`src/rtl/key_pulse_conditioner_pkg.sv`:
```
// Shared types and default timing constants for the key conditioning front end.
package key_pulse_conditioner_pkg;

    typedef enum logic [1:0] {
        IDLE         = 2'd0,
        PRESS_WAIT   = 2'd1,
        PRESSED      = 2'd2,
        RELEASE_WAIT = 2'd3
    } lane_state_e;

    // 25 ms sample period at 50 MHz; 2 samples to settle, 1 s for a long hold.
    localparam int SAMPLE_DIV_50MHZ_25MS  = 1250000;
    localparam int DEFAULT_STABLE_SAMPLES = 2;
    localparam int DEFAULT_HOLD_SAMPLES   = 40;

endpackage

```
`src/rtl/key_debounce_lane.sv`:
```
// One key lane: two-flop synchroniser, tick-paced debounce FSM, press/release/hold pulses.
module key_debounce_lane
    import key_pulse_conditioner_pkg::*;
#(
    parameter int STABLE_SAMPLES = DEFAULT_STABLE_SAMPLES,
    parameter int HOLD_SAMPLES   = DEFAULT_HOLD_SAMPLES
) (
    input  logic clk,
    input  logic rst_n,
    input  logic sample_tick,
    input  logic key_raw,
    output logic level,
    output logic press_pulse,
    output logic release_pulse,
    output logic hold_pulse
);

    localparam logic [3:0] STABLE_N = 4'(STABLE_SAMPLES);
    localparam logic [7:0] HOLD_N   = 8'(HOLD_SAMPLES);

    logic [1:0]  sync_r;
    lane_state_e state_r;
    logic [3:0]  cnt_r;
    logic [7:0]  hold_cnt_r;
    logic        level_r;
    logic        press_r;
    logic        release_r;
    logic        hold_r;
    logic        pressed_s;

    // Raw key is active-low; the synchronised copy is inverted to active-high.
    assign pressed_s = ~sync_r[1];

    // Synchroniser, lane state machine and registered pulse/level outputs.
    always_ff @(posedge clk) begin
        if (!rst_n) begin
            sync_r     <= 2'b11;
            state_r    <= IDLE;
            cnt_r      <= 4'd0;
            hold_cnt_r <= 8'd0;
            level_r    <= 1'b0;
            press_r    <= 1'b0;
            release_r  <= 1'b0;
            hold_r     <= 1'b0;
        end else begin
            sync_r    <= {sync_r[0], key_raw};
            press_r   <= 1'b0;
            release_r <= 1'b0;
            hold_r    <= 1'b0;
            if (sample_tick) begin
                case (state_r)
                    IDLE: begin
                        if (pressed_s && (STABLE_N == 4'd1)) begin
                            state_r    <= PRESSED;
                            hold_cnt_r <= 8'd0;
                            press_r    <= 1'b1;
                            level_r    <= 1'b1;
                        end else if (pressed_s) begin
                            state_r <= PRESS_WAIT;
                            cnt_r   <= 4'd1;
                        end else begin
                            cnt_r <= 4'd0;
                        end
                    end
                    PRESS_WAIT: begin
                        if (pressed_s && (cnt_r == STABLE_N - 4'd1)) begin
                            state_r    <= PRESSED;
                            cnt_r      <= 4'd0;
                            hold_cnt_r <= 8'd0;
                            press_r    <= 1'b1;
                            level_r    <= 1'b1;
                        end else if (pressed_s) begin
                            cnt_r <= cnt_r + 4'd1;
                        end else begin
                            state_r <= IDLE;
                            cnt_r   <= 4'd0;
                        end
                    end
                    PRESSED: begin
                        // Hold counter saturates, so the hold pulse fires once per press.
                        if (pressed_s && (hold_cnt_r < HOLD_N)) begin
                            hold_cnt_r <= hold_cnt_r + 8'd1;
                            hold_r     <= (hold_cnt_r == HOLD_N - 8'd1);
                        end else if (pressed_s) begin
                            hold_cnt_r <= hold_cnt_r;
                        end else if (STABLE_N == 4'd1) begin
                            state_r    <= IDLE;
                            cnt_r      <= 4'd0;
                            hold_cnt_r <= 8'd0;
                            release_r  <= 1'b1;
                            level_r    <= 1'b0;
                        end else begin
                            state_r <= RELEASE_WAIT;
                            cnt_r   <= 4'd1;
                        end
                    end
                    RELEASE_WAIT: begin
                        if (pressed_s) begin
                            state_r <= PRESSED;
                            cnt_r   <= 4'd0;
                        end else if (cnt_r == STABLE_N - 4'd1) begin
                            state_r    <= IDLE;
                            cnt_r      <= 4'd0;
                            hold_cnt_r <= 8'd0;
                            release_r  <= 1'b1;
                            level_r    <= 1'b0;
                        end else begin
                            cnt_r <= cnt_r + 4'd1;
                        end
                    end
                    default: begin
                        state_r <= IDLE;
                        cnt_r   <= 4'd0;
                        level_r <= 1'b0;
                    end
                endcase
            end
        end
    end

    assign level         = level_r;
    assign press_pulse   = press_r;
    assign release_pulse = release_r;
    assign hold_pulse    = hold_r;

endmodule

```
`src/rtl/key_pulse_conditioner.sv`:
```
// Key front end: shared debounce sample divider feeding one debounce lane per key.
module key_pulse_conditioner
    import key_pulse_conditioner_pkg::*;
#(
    parameter int NUM_KEYS       = 3,
    parameter int SAMPLE_DIV     = SAMPLE_DIV_50MHZ_25MS,
    parameter int STABLE_SAMPLES = DEFAULT_STABLE_SAMPLES,
    parameter int HOLD_SAMPLES   = DEFAULT_HOLD_SAMPLES
) (
    input  logic                CLOCK_50,
    input  logic                key_reset,
    input  logic [NUM_KEYS-1:0] key_in,
    output logic [NUM_KEYS-1:0] key_level,
    output logic [NUM_KEYS-1:0] key_press_pulse,
    output logic [NUM_KEYS-1:0] key_release_pulse,
    output logic [NUM_KEYS-1:0] key_hold_pulse,
    output logic                sample_tick
);

    localparam int               DIV_W    = $clog2(SAMPLE_DIV);
    localparam logic [DIV_W-1:0] DIV_LAST = DIV_W'(SAMPLE_DIV - 1);
    localparam logic [DIV_W-1:0] DIV_ONE  = DIV_W'(1);
    localparam logic [DIV_W-1:0] DIV_ZERO = DIV_W'(0);

    logic [DIV_W-1:0] div_r;
    logic             tick_r;

    // Free-running sample divider; the strobe is high the cycle after the last count.
    always_ff @(posedge CLOCK_50) begin
        if (!key_reset) begin
            div_r  <= DIV_ZERO;
            tick_r <= 1'b0;
        end else if (div_r == DIV_LAST) begin
            div_r  <= DIV_ZERO;
            tick_r <= 1'b1;
        end else begin
            div_r  <= div_r + DIV_ONE;
            tick_r <= 1'b0;
        end
    end

    assign sample_tick = tick_r;

    for (genvar g = 0; g < NUM_KEYS; g++) begin : g_lane
        key_debounce_lane #(
            .STABLE_SAMPLES(STABLE_SAMPLES),
            .HOLD_SAMPLES  (HOLD_SAMPLES)
        ) u_lane (
            .clk          (CLOCK_50),
            .rst_n        (key_reset),
            .sample_tick  (tick_r),
            .key_raw      (key_in[g]),
            .level        (key_level[g]),
            .press_pulse  (key_press_pulse[g]),
            .release_pulse(key_release_pulse[g]),
            .hold_pulse   (key_hold_pulse[g])
        );
    end

endmodule
```
`config.mk`:
```
export PLATFORM = sky130hd
export DESIGN_NAME = key_pulse_conditioner
export DESIGN_NICKNAME = d
export VERILOG_FILES = /design/src/rtl/key_pulse_conditioner_pkg.sv /design/src/rtl/key_debounce_lane.sv /design/src/rtl/key_pulse_conditioner.sv
export SDC_FILE = /design/constraint.sdc
export NUM_CORES = 1
export LEC_CHECK = 0
export ABC_AREA = 1
export ABC_CLOCK_PERIOD_IN_PS = 1950
export CORE_MARGIN = 4
export CORE_UTILIZATION = 63
export CTS_BUF_LIST = sky130_fd_sc_hd__clkbuf_8
export CTS_CLUSTER_DIAMETER = 80
export CTS_CLUSTER_SIZE = 30
export DETAILED_ROUTE_END_ITERATION = 10
export HOLD_SLACK_MARGIN = 0.06
export PLACE_DENSITY = 0.89
export SLEW_MARGIN = 20
export SYNTH_ARGS = -nofsm -noshare
export SYNTH_HDL_FRONTEND = slang
export SYNTH_SLANG_ARGS = --single-unit
```
`constraint.sdc`:
```
create_clock -name CLOCK_50 -period 1.95 [get_ports CLOCK_50]
set_clock_uncertainty 0.2 [all_clocks]
set_input_delay 0.2925 -clock CLOCK_50 [delete_from_list [all_inputs] [get_ports CLOCK_50]]
set_output_delay 0.2925 -clock CLOCK_50 [all_outputs]
set_load 0.005 [all_outputs]
```
# Word level (Yosys, flattened, before mapping)
# Index checks and enable logic that the tools add are counted.
[word_totals]
reg_bits = 82
latch_bits = 0
ramBits = 0
rom_bits = 0
inputBits = 5
out_inout_bits = 13
wordCells = 202
mem_count = 0
[op_classes]
add_sub_neg = 7
multipliers = 0
n_div = 0
order_cmp = 3
eq_ne = 43
n_shift = 0
n_mux = 82
n_bitwise = 4
reduce_logical = 37
[op_table]
columns = ["cell", "count"]
rows = [
  ["8-bit 2-to-1 mux", 12],
  ["4-bit 2-to-1 mux", 18],
  ["8-bit one-hot mux with 3 select lines", 3],
  ["4-bit one-hot mux with 4 select lines", 3],
  ["2-bit 2-to-1 mux", 21],
  ["6-bit AND reduction", 6],
  ["2-bit by 1-bit inequality test with 1-bit output, second input constant", 15],
  ["8-bit by 1-bit adder with 8-bit output, second input constant", 3],
  ["8-bit by 6-bit equality test with 1-bit output, second input constant", 3],
  ["8-bit by 6-bit less-than comparator with 1-bit output, second input constant", 3],
  ["2-bit one-hot mux with 4 select lines", 3],
  ["4-bit AND reduction", 6],
  ["21-bit by 1-bit adder with 21-bit output, second input constant", 1],
  ["21-bit equality test, second input constant", 1],
  ["1-bit 2-to-1 mux", 19],
  ["3-bit AND reduction", 6],
  ["5-bit AND reduction", 3],
  ["4-bit by 1-bit adder with 4-bit output, second input constant", 3],
  ["2-bit equality test, second input constant", 6],
  ["4-bit by 1-bit equality test with 1-bit output, second input constant", 3],
  ["2-bit inequality test, second input constant", 6],
  ["3-bit by 1-bit inequality test with 1-bit output, second input constant", 3],
  ["3-bit inequality test, second input constant", 3],
  ["3-bit nonzero test", 3],
  ["7 further kinds", 23],
]

# Longest topological paths before layout
[depth]
word_depth = 4
mapped_depth = 10

# Modules after synthesis
# From an unflattened synthesis, not the netlist that was laid out.
[hier_totals]
cells_unflattened = 636
hier_area_um2 = 4336.7
[modules_own_cells]
columns = ["module", "instances", "cells_per_inst", "area_each_um2"]
rows = [
  ["key_debounce_lane", 3, 157, 1063.5],
  ["key_pulse_conditioner", 1, 165, 1146.1],
]

# Worst setup path after synthesis
# No wires, ideal clock.
[synth_path]
path_type = "register -> register"
start = "register g_lane[2].u_lane.cnt_r[0]"
end = "register g_lane[2].u_lane.hold_cnt_r[0]"
arrival_time_ns = 1.225
slack_ns = 0.391
stages_incl_launch_ff = 7
n_path_buf = 0
synth_period_minus_slack_ns = 1.559
cell_sequence = "dfxtp_1 ha_1 nand3_1 a21oi_2 nand3_2 nand2_1 a21oi_1"
[synth_between]
elab_chain_len = 4
elab_cells_between_ends = 5
classes_between = "eq/ne (3); reduce/logical (2)"
[synth_rtl]
columns = ["item", "line_no", "source"]
rows = [
  ["start: declaration", "key_debounce_lane.sv:23", "logic [3:0] cnt_r;"],
  ["start signal: assignment", "key_debounce_lane.sv:73", "cnt_r <= cnt_r + 4'd1;"],
  ["start signal: assignment", "key_debounce_lane.sv:108", "cnt_r <= cnt_r + 4'd1;"],
  ["4-bit by 1-bit equality test with 1-bit output *", "key_debounce_lane.sv:66, key_debounce_lane.sv:101", ""],
  ["1-bit logical AND", "key_debounce_lane.sv:66", "if (pressed_s && (cnt_r == STABLE_N - 4'd1)) begin"],
  ["2-bit by 1-bit inequality test with 1-bit output (no line)", "--", ""],
  ["6-bit AND reduction (no line) *", "--", ""],
  ["end signal: assignment", "key_debounce_lane.sv:82", "hold_cnt_r <= hold_cnt_r + 8'd1;"],
  ["end signal: assignment", "key_debounce_lane.sv:85", "hold_cnt_r <= hold_cnt_r;"],
  ["end: declaration", "key_debounce_lane.sv:24", "logic [7:0] hold_cnt_r;"],
]
# Every way passes the cells marked *; elsewhere a longest branch is shown, timed or not.
# A chain may end at the register's enable or synchronous reset.

# Final worst setup path
[layout_path]
start = "register tick_r (netlist: sample_tick)"
end = "output port sample_tick"
[layout_lines]
columns = ["item", "line_no", "source"]
rows = [
  ["start: declaration", "key_pulse_conditioner.sv:26", "logic tick_r;"],
  ["start signal: assignment", "key_pulse_conditioner.sv:32", "tick_r <= 1'b0;"],
  ["start signal: assignment", "key_pulse_conditioner.sv:35", "tick_r <= 1'b1;"],
  ["start signal: assignment", "key_pulse_conditioner.sv:38", "tick_r <= 1'b0;"],
  ["end: declaration", "key_pulse_conditioner.sv:17", "output logic sample_tick"],
]
# No word-level cell between the ends.

==> run metrics <==
status finished, final reports clean; Cell Count, Final, Fillers Out 708; hold path cells 1; post-synthesis xor/xnor area fraction 0.01640; post-layout instance area approximately 4700 µm²; via count 3958; power per cell area approximately 620 nW/µm²; leakage 0.001767 µW; TritonCTS clock tree done; Yosys top cell area share 0.3843; first-pass GRT wire length 15860 µm; Worst Reg-to-Reg Cells 7; # rows 29; Reg power frac 0.579; Synth Instances 610; Critical Path End Type primary output; GRT overflow 0; Post-Syn Nets 625; Peak VDD IR 0.3900 mV; mapped cell area 4272 µm²; mux cell area share after synthesis 0; # DRC 0; via/cell ratio 5.590; grt met3 use 0.03500; WHS 213.9 ps; Final Hold Vio Count 0; internal power 2281 µW; number of port buffers 17; M2 GR Usage 0.4082; clk slew on worst S/H paths around 80 ps; FFs w/ async S/R, synth 0; unrepaired setup endpoints after global routing false; Reg2Reg Launch Point g_lane[1].u_lane.state_r[0]; number of CTS-inserted buffers 9; Worst Hold Endpoint g_lane[1].u_lane.sync_r[1]; Sw Share 0.2190; vias in the first global route between 3000 and 4000; Yosys warning count 0; Slew Limit Headroom 0.7429; fin crit share 0.9647; Max Cap Violations 0; fin util 0.7241; Min-Delay Startpoint g_lane[1].u_lane.sync_r[0]; Initial Util 0.6614; Slew Limit Fails 0; crit path max fanout 7; register bit total from synthesis 82; flop2flop setup slack 190 ps; Worst Hold Class reg2reg; Worst Setup Start Kind flip-flop; setup TNS 0 ps; Clock Tree Buf Depth 2; M1 GR Usage 0.2686; critical path required time approximately 1500 ps; die area between 8000 and 9000 µm²; WL/cell between 10 and 15 µm; Die Wd 90.34 µm; most frequent cell after synthesis nand2_1; H-tree levels 3; largest family of logic cells by synthesized area simple AND/OR/NAND/NOR gates; Clock Latency Late Sink about 350 ps; main area contributors after synthesis dfxtp_1, nand2_1, nor2_1; most used routing layer met2; dominant cell type by area after synthesis dfxtp_1; Nets 643; Synth Area in Simple Gates 0.3673; final WL 9035 µm; clock network power share 0.394; core area 6459 µm²; Post-Place Cell Area 4494 µm²; ANT nets after route 0; pin count of the biggest net entering global routing 22; GR Util All Layers 0.2318; Synth Flop Type dfxtp_1; I/O Pins 18; Cell Count Post-Placement 694; Initial DRC Count roughly 190; Gate power share 0.027; compound-gate portion of the synthesized area 0.1060; TritonRoute pass-1 iters 5; worst r2r dst g_lane[1].u_lane.state_r[1]; Fmax 531.6 MHz; worst slew pin tran 383.3 ps; TritonCTS Sinks between 80 and 90; root buffer cell clkbuf_8; die height between 90 and 100 µm; syn avg cell area 7.003 µm²; antenna violations before repair 0; share of layout cells above drive strength 1 0.1252; hpwl dp approximately 6700 µm; ANT cells 0; Synth top cells by count nand2_1, nor2_1, dfxtp_1, inv_1, nand3_1; Synth Area in Adders 0.02929; critical path class reg2out; Switch Pwr approximately 640 µW; Yosys cell types 38; EDFF count, synth 0; P&R area growth vs syn 9.490%; final setup fails 0; CP Data Arrival Time 1390 ps; Final Critical Period 1881 ps; sequential area share after synthesis 0.3843; GP Congestion roughly 0.9
==> sequential cells by signal, indices dropped and copies added, names as in the netlist <==
register                     count
div_r                           21
g_lane.u_lane.cnt_r             12
g_lane.u_lane.hold_cnt_r        24
g_lane.u_lane.hold_pulse         3
g_lane.u_lane.level              3
g_lane.u_lane.press_pulse        3
g_lane.u_lane.release_pulse      3
g_lane.u_lane.state_r            6
g_lane.u_lane.sync_r             6
sample_tick                      1
==> layer usage <==
metal,vias up,wire length (µm)
met4,0,267
li1,2011,-
met5,-,0
met3,31,405
met1,1790,3915
met2,126,4447
==> layout by cell type, fill, tap and decap left out, types with 9 or more instances in the layout <==
master,instances
inv_1,67
nand3_1,41
nor3_1,16
clkdlybuf4s50_1,17
dfxtp_1,81
ha_1,10
o21ai_0,21
a21oi_1,38
nand2_2,9
nand2_1,121
clkbuf_8,9
nor2_1,89
nand4_1,19
==> metrics by stage <==
| stage | setup slack [ps] | power [µW] |
|---|---|---|
| floorplan | 391.2 | 1776 |
| global placement | 100.2 | 1804 |
| detailed placement | 80.09 | 1807 |
| CTS | 18.89 | 2938 |
| global route | 18.13 | 3017 |
| finish | 68.92 | 2920 |
==> cell type report <==
cell class                 count  area, µm²
clock buffer                   9      123.9
sequential                    82       1643
clock inverter                 5      48.80
timing repair buffer          27      261.5
multi-input combinational    433       2222
tap                           77      96.34
inverter                      75      281.5
fill                         491       1782
==> cells by family (layout without fill, tap and decap cells) <==
logic type	after synthesis	after routing
and+or+nand+nor	335	335
buffers and inverters	95	116
DFF	82	82
AOI/OAI and AO/OA	80	80
adders and majority gates	10	10
xor gates and xnor gates	8	8
==> critical path: stages, from the launching register on <==
cell and delay, ps:
dfxtp_2 380, buf_6 150, clkdlybuf4s50_1 500
==> power by group through the flow <==
| stage | sequential [µW] | clock (µW) | combinational [µW] |
|---|---|---|---|
| after CTS | 1690 | 1170 | 77.3 |
| final | 1690 | 1150 | 77.9 |
| after floorplan | 1730 | 0 | 47.2 |
| after global placement | 1730 | 0 | 74.9 |
| after detailed placement | 1730 | 0 | 77.1 |
| after global routing | 1690 | 1240 | 87.5 |
==> worst max-delay path by stage <==
stage | depth (start not counted) | slack (ps) | end | startpoint
finish | 2 | 70 | sample_tick | sample_tick
global route | 2 | 20 | sample_tick | sample_tick
CTS | 2 | 20 | sample_tick | sample_tick
detailed placement | 3 | 80 | g_lane[0].u_lane.sync_r[1] | key_reset
global placement | 3 | 100 | g_lane[1].u_lane.sync_r[1] | key_reset
floorplan | 6 | 390 | g_lane[2].u_lane.hold_cnt_r[0] | g_lane[2].u_lane.cnt_r[0]
==> what timing repair did <==
item / 4_1_cts / 5_1_grt
buffers inserted: 0 / 0
setup endpoints to repair: 1 / 2
gates resized for setup: 1 / 2
hold buffers: 0 / 0
cloned: 0 / 0
(Power assumes the default switching activity.)
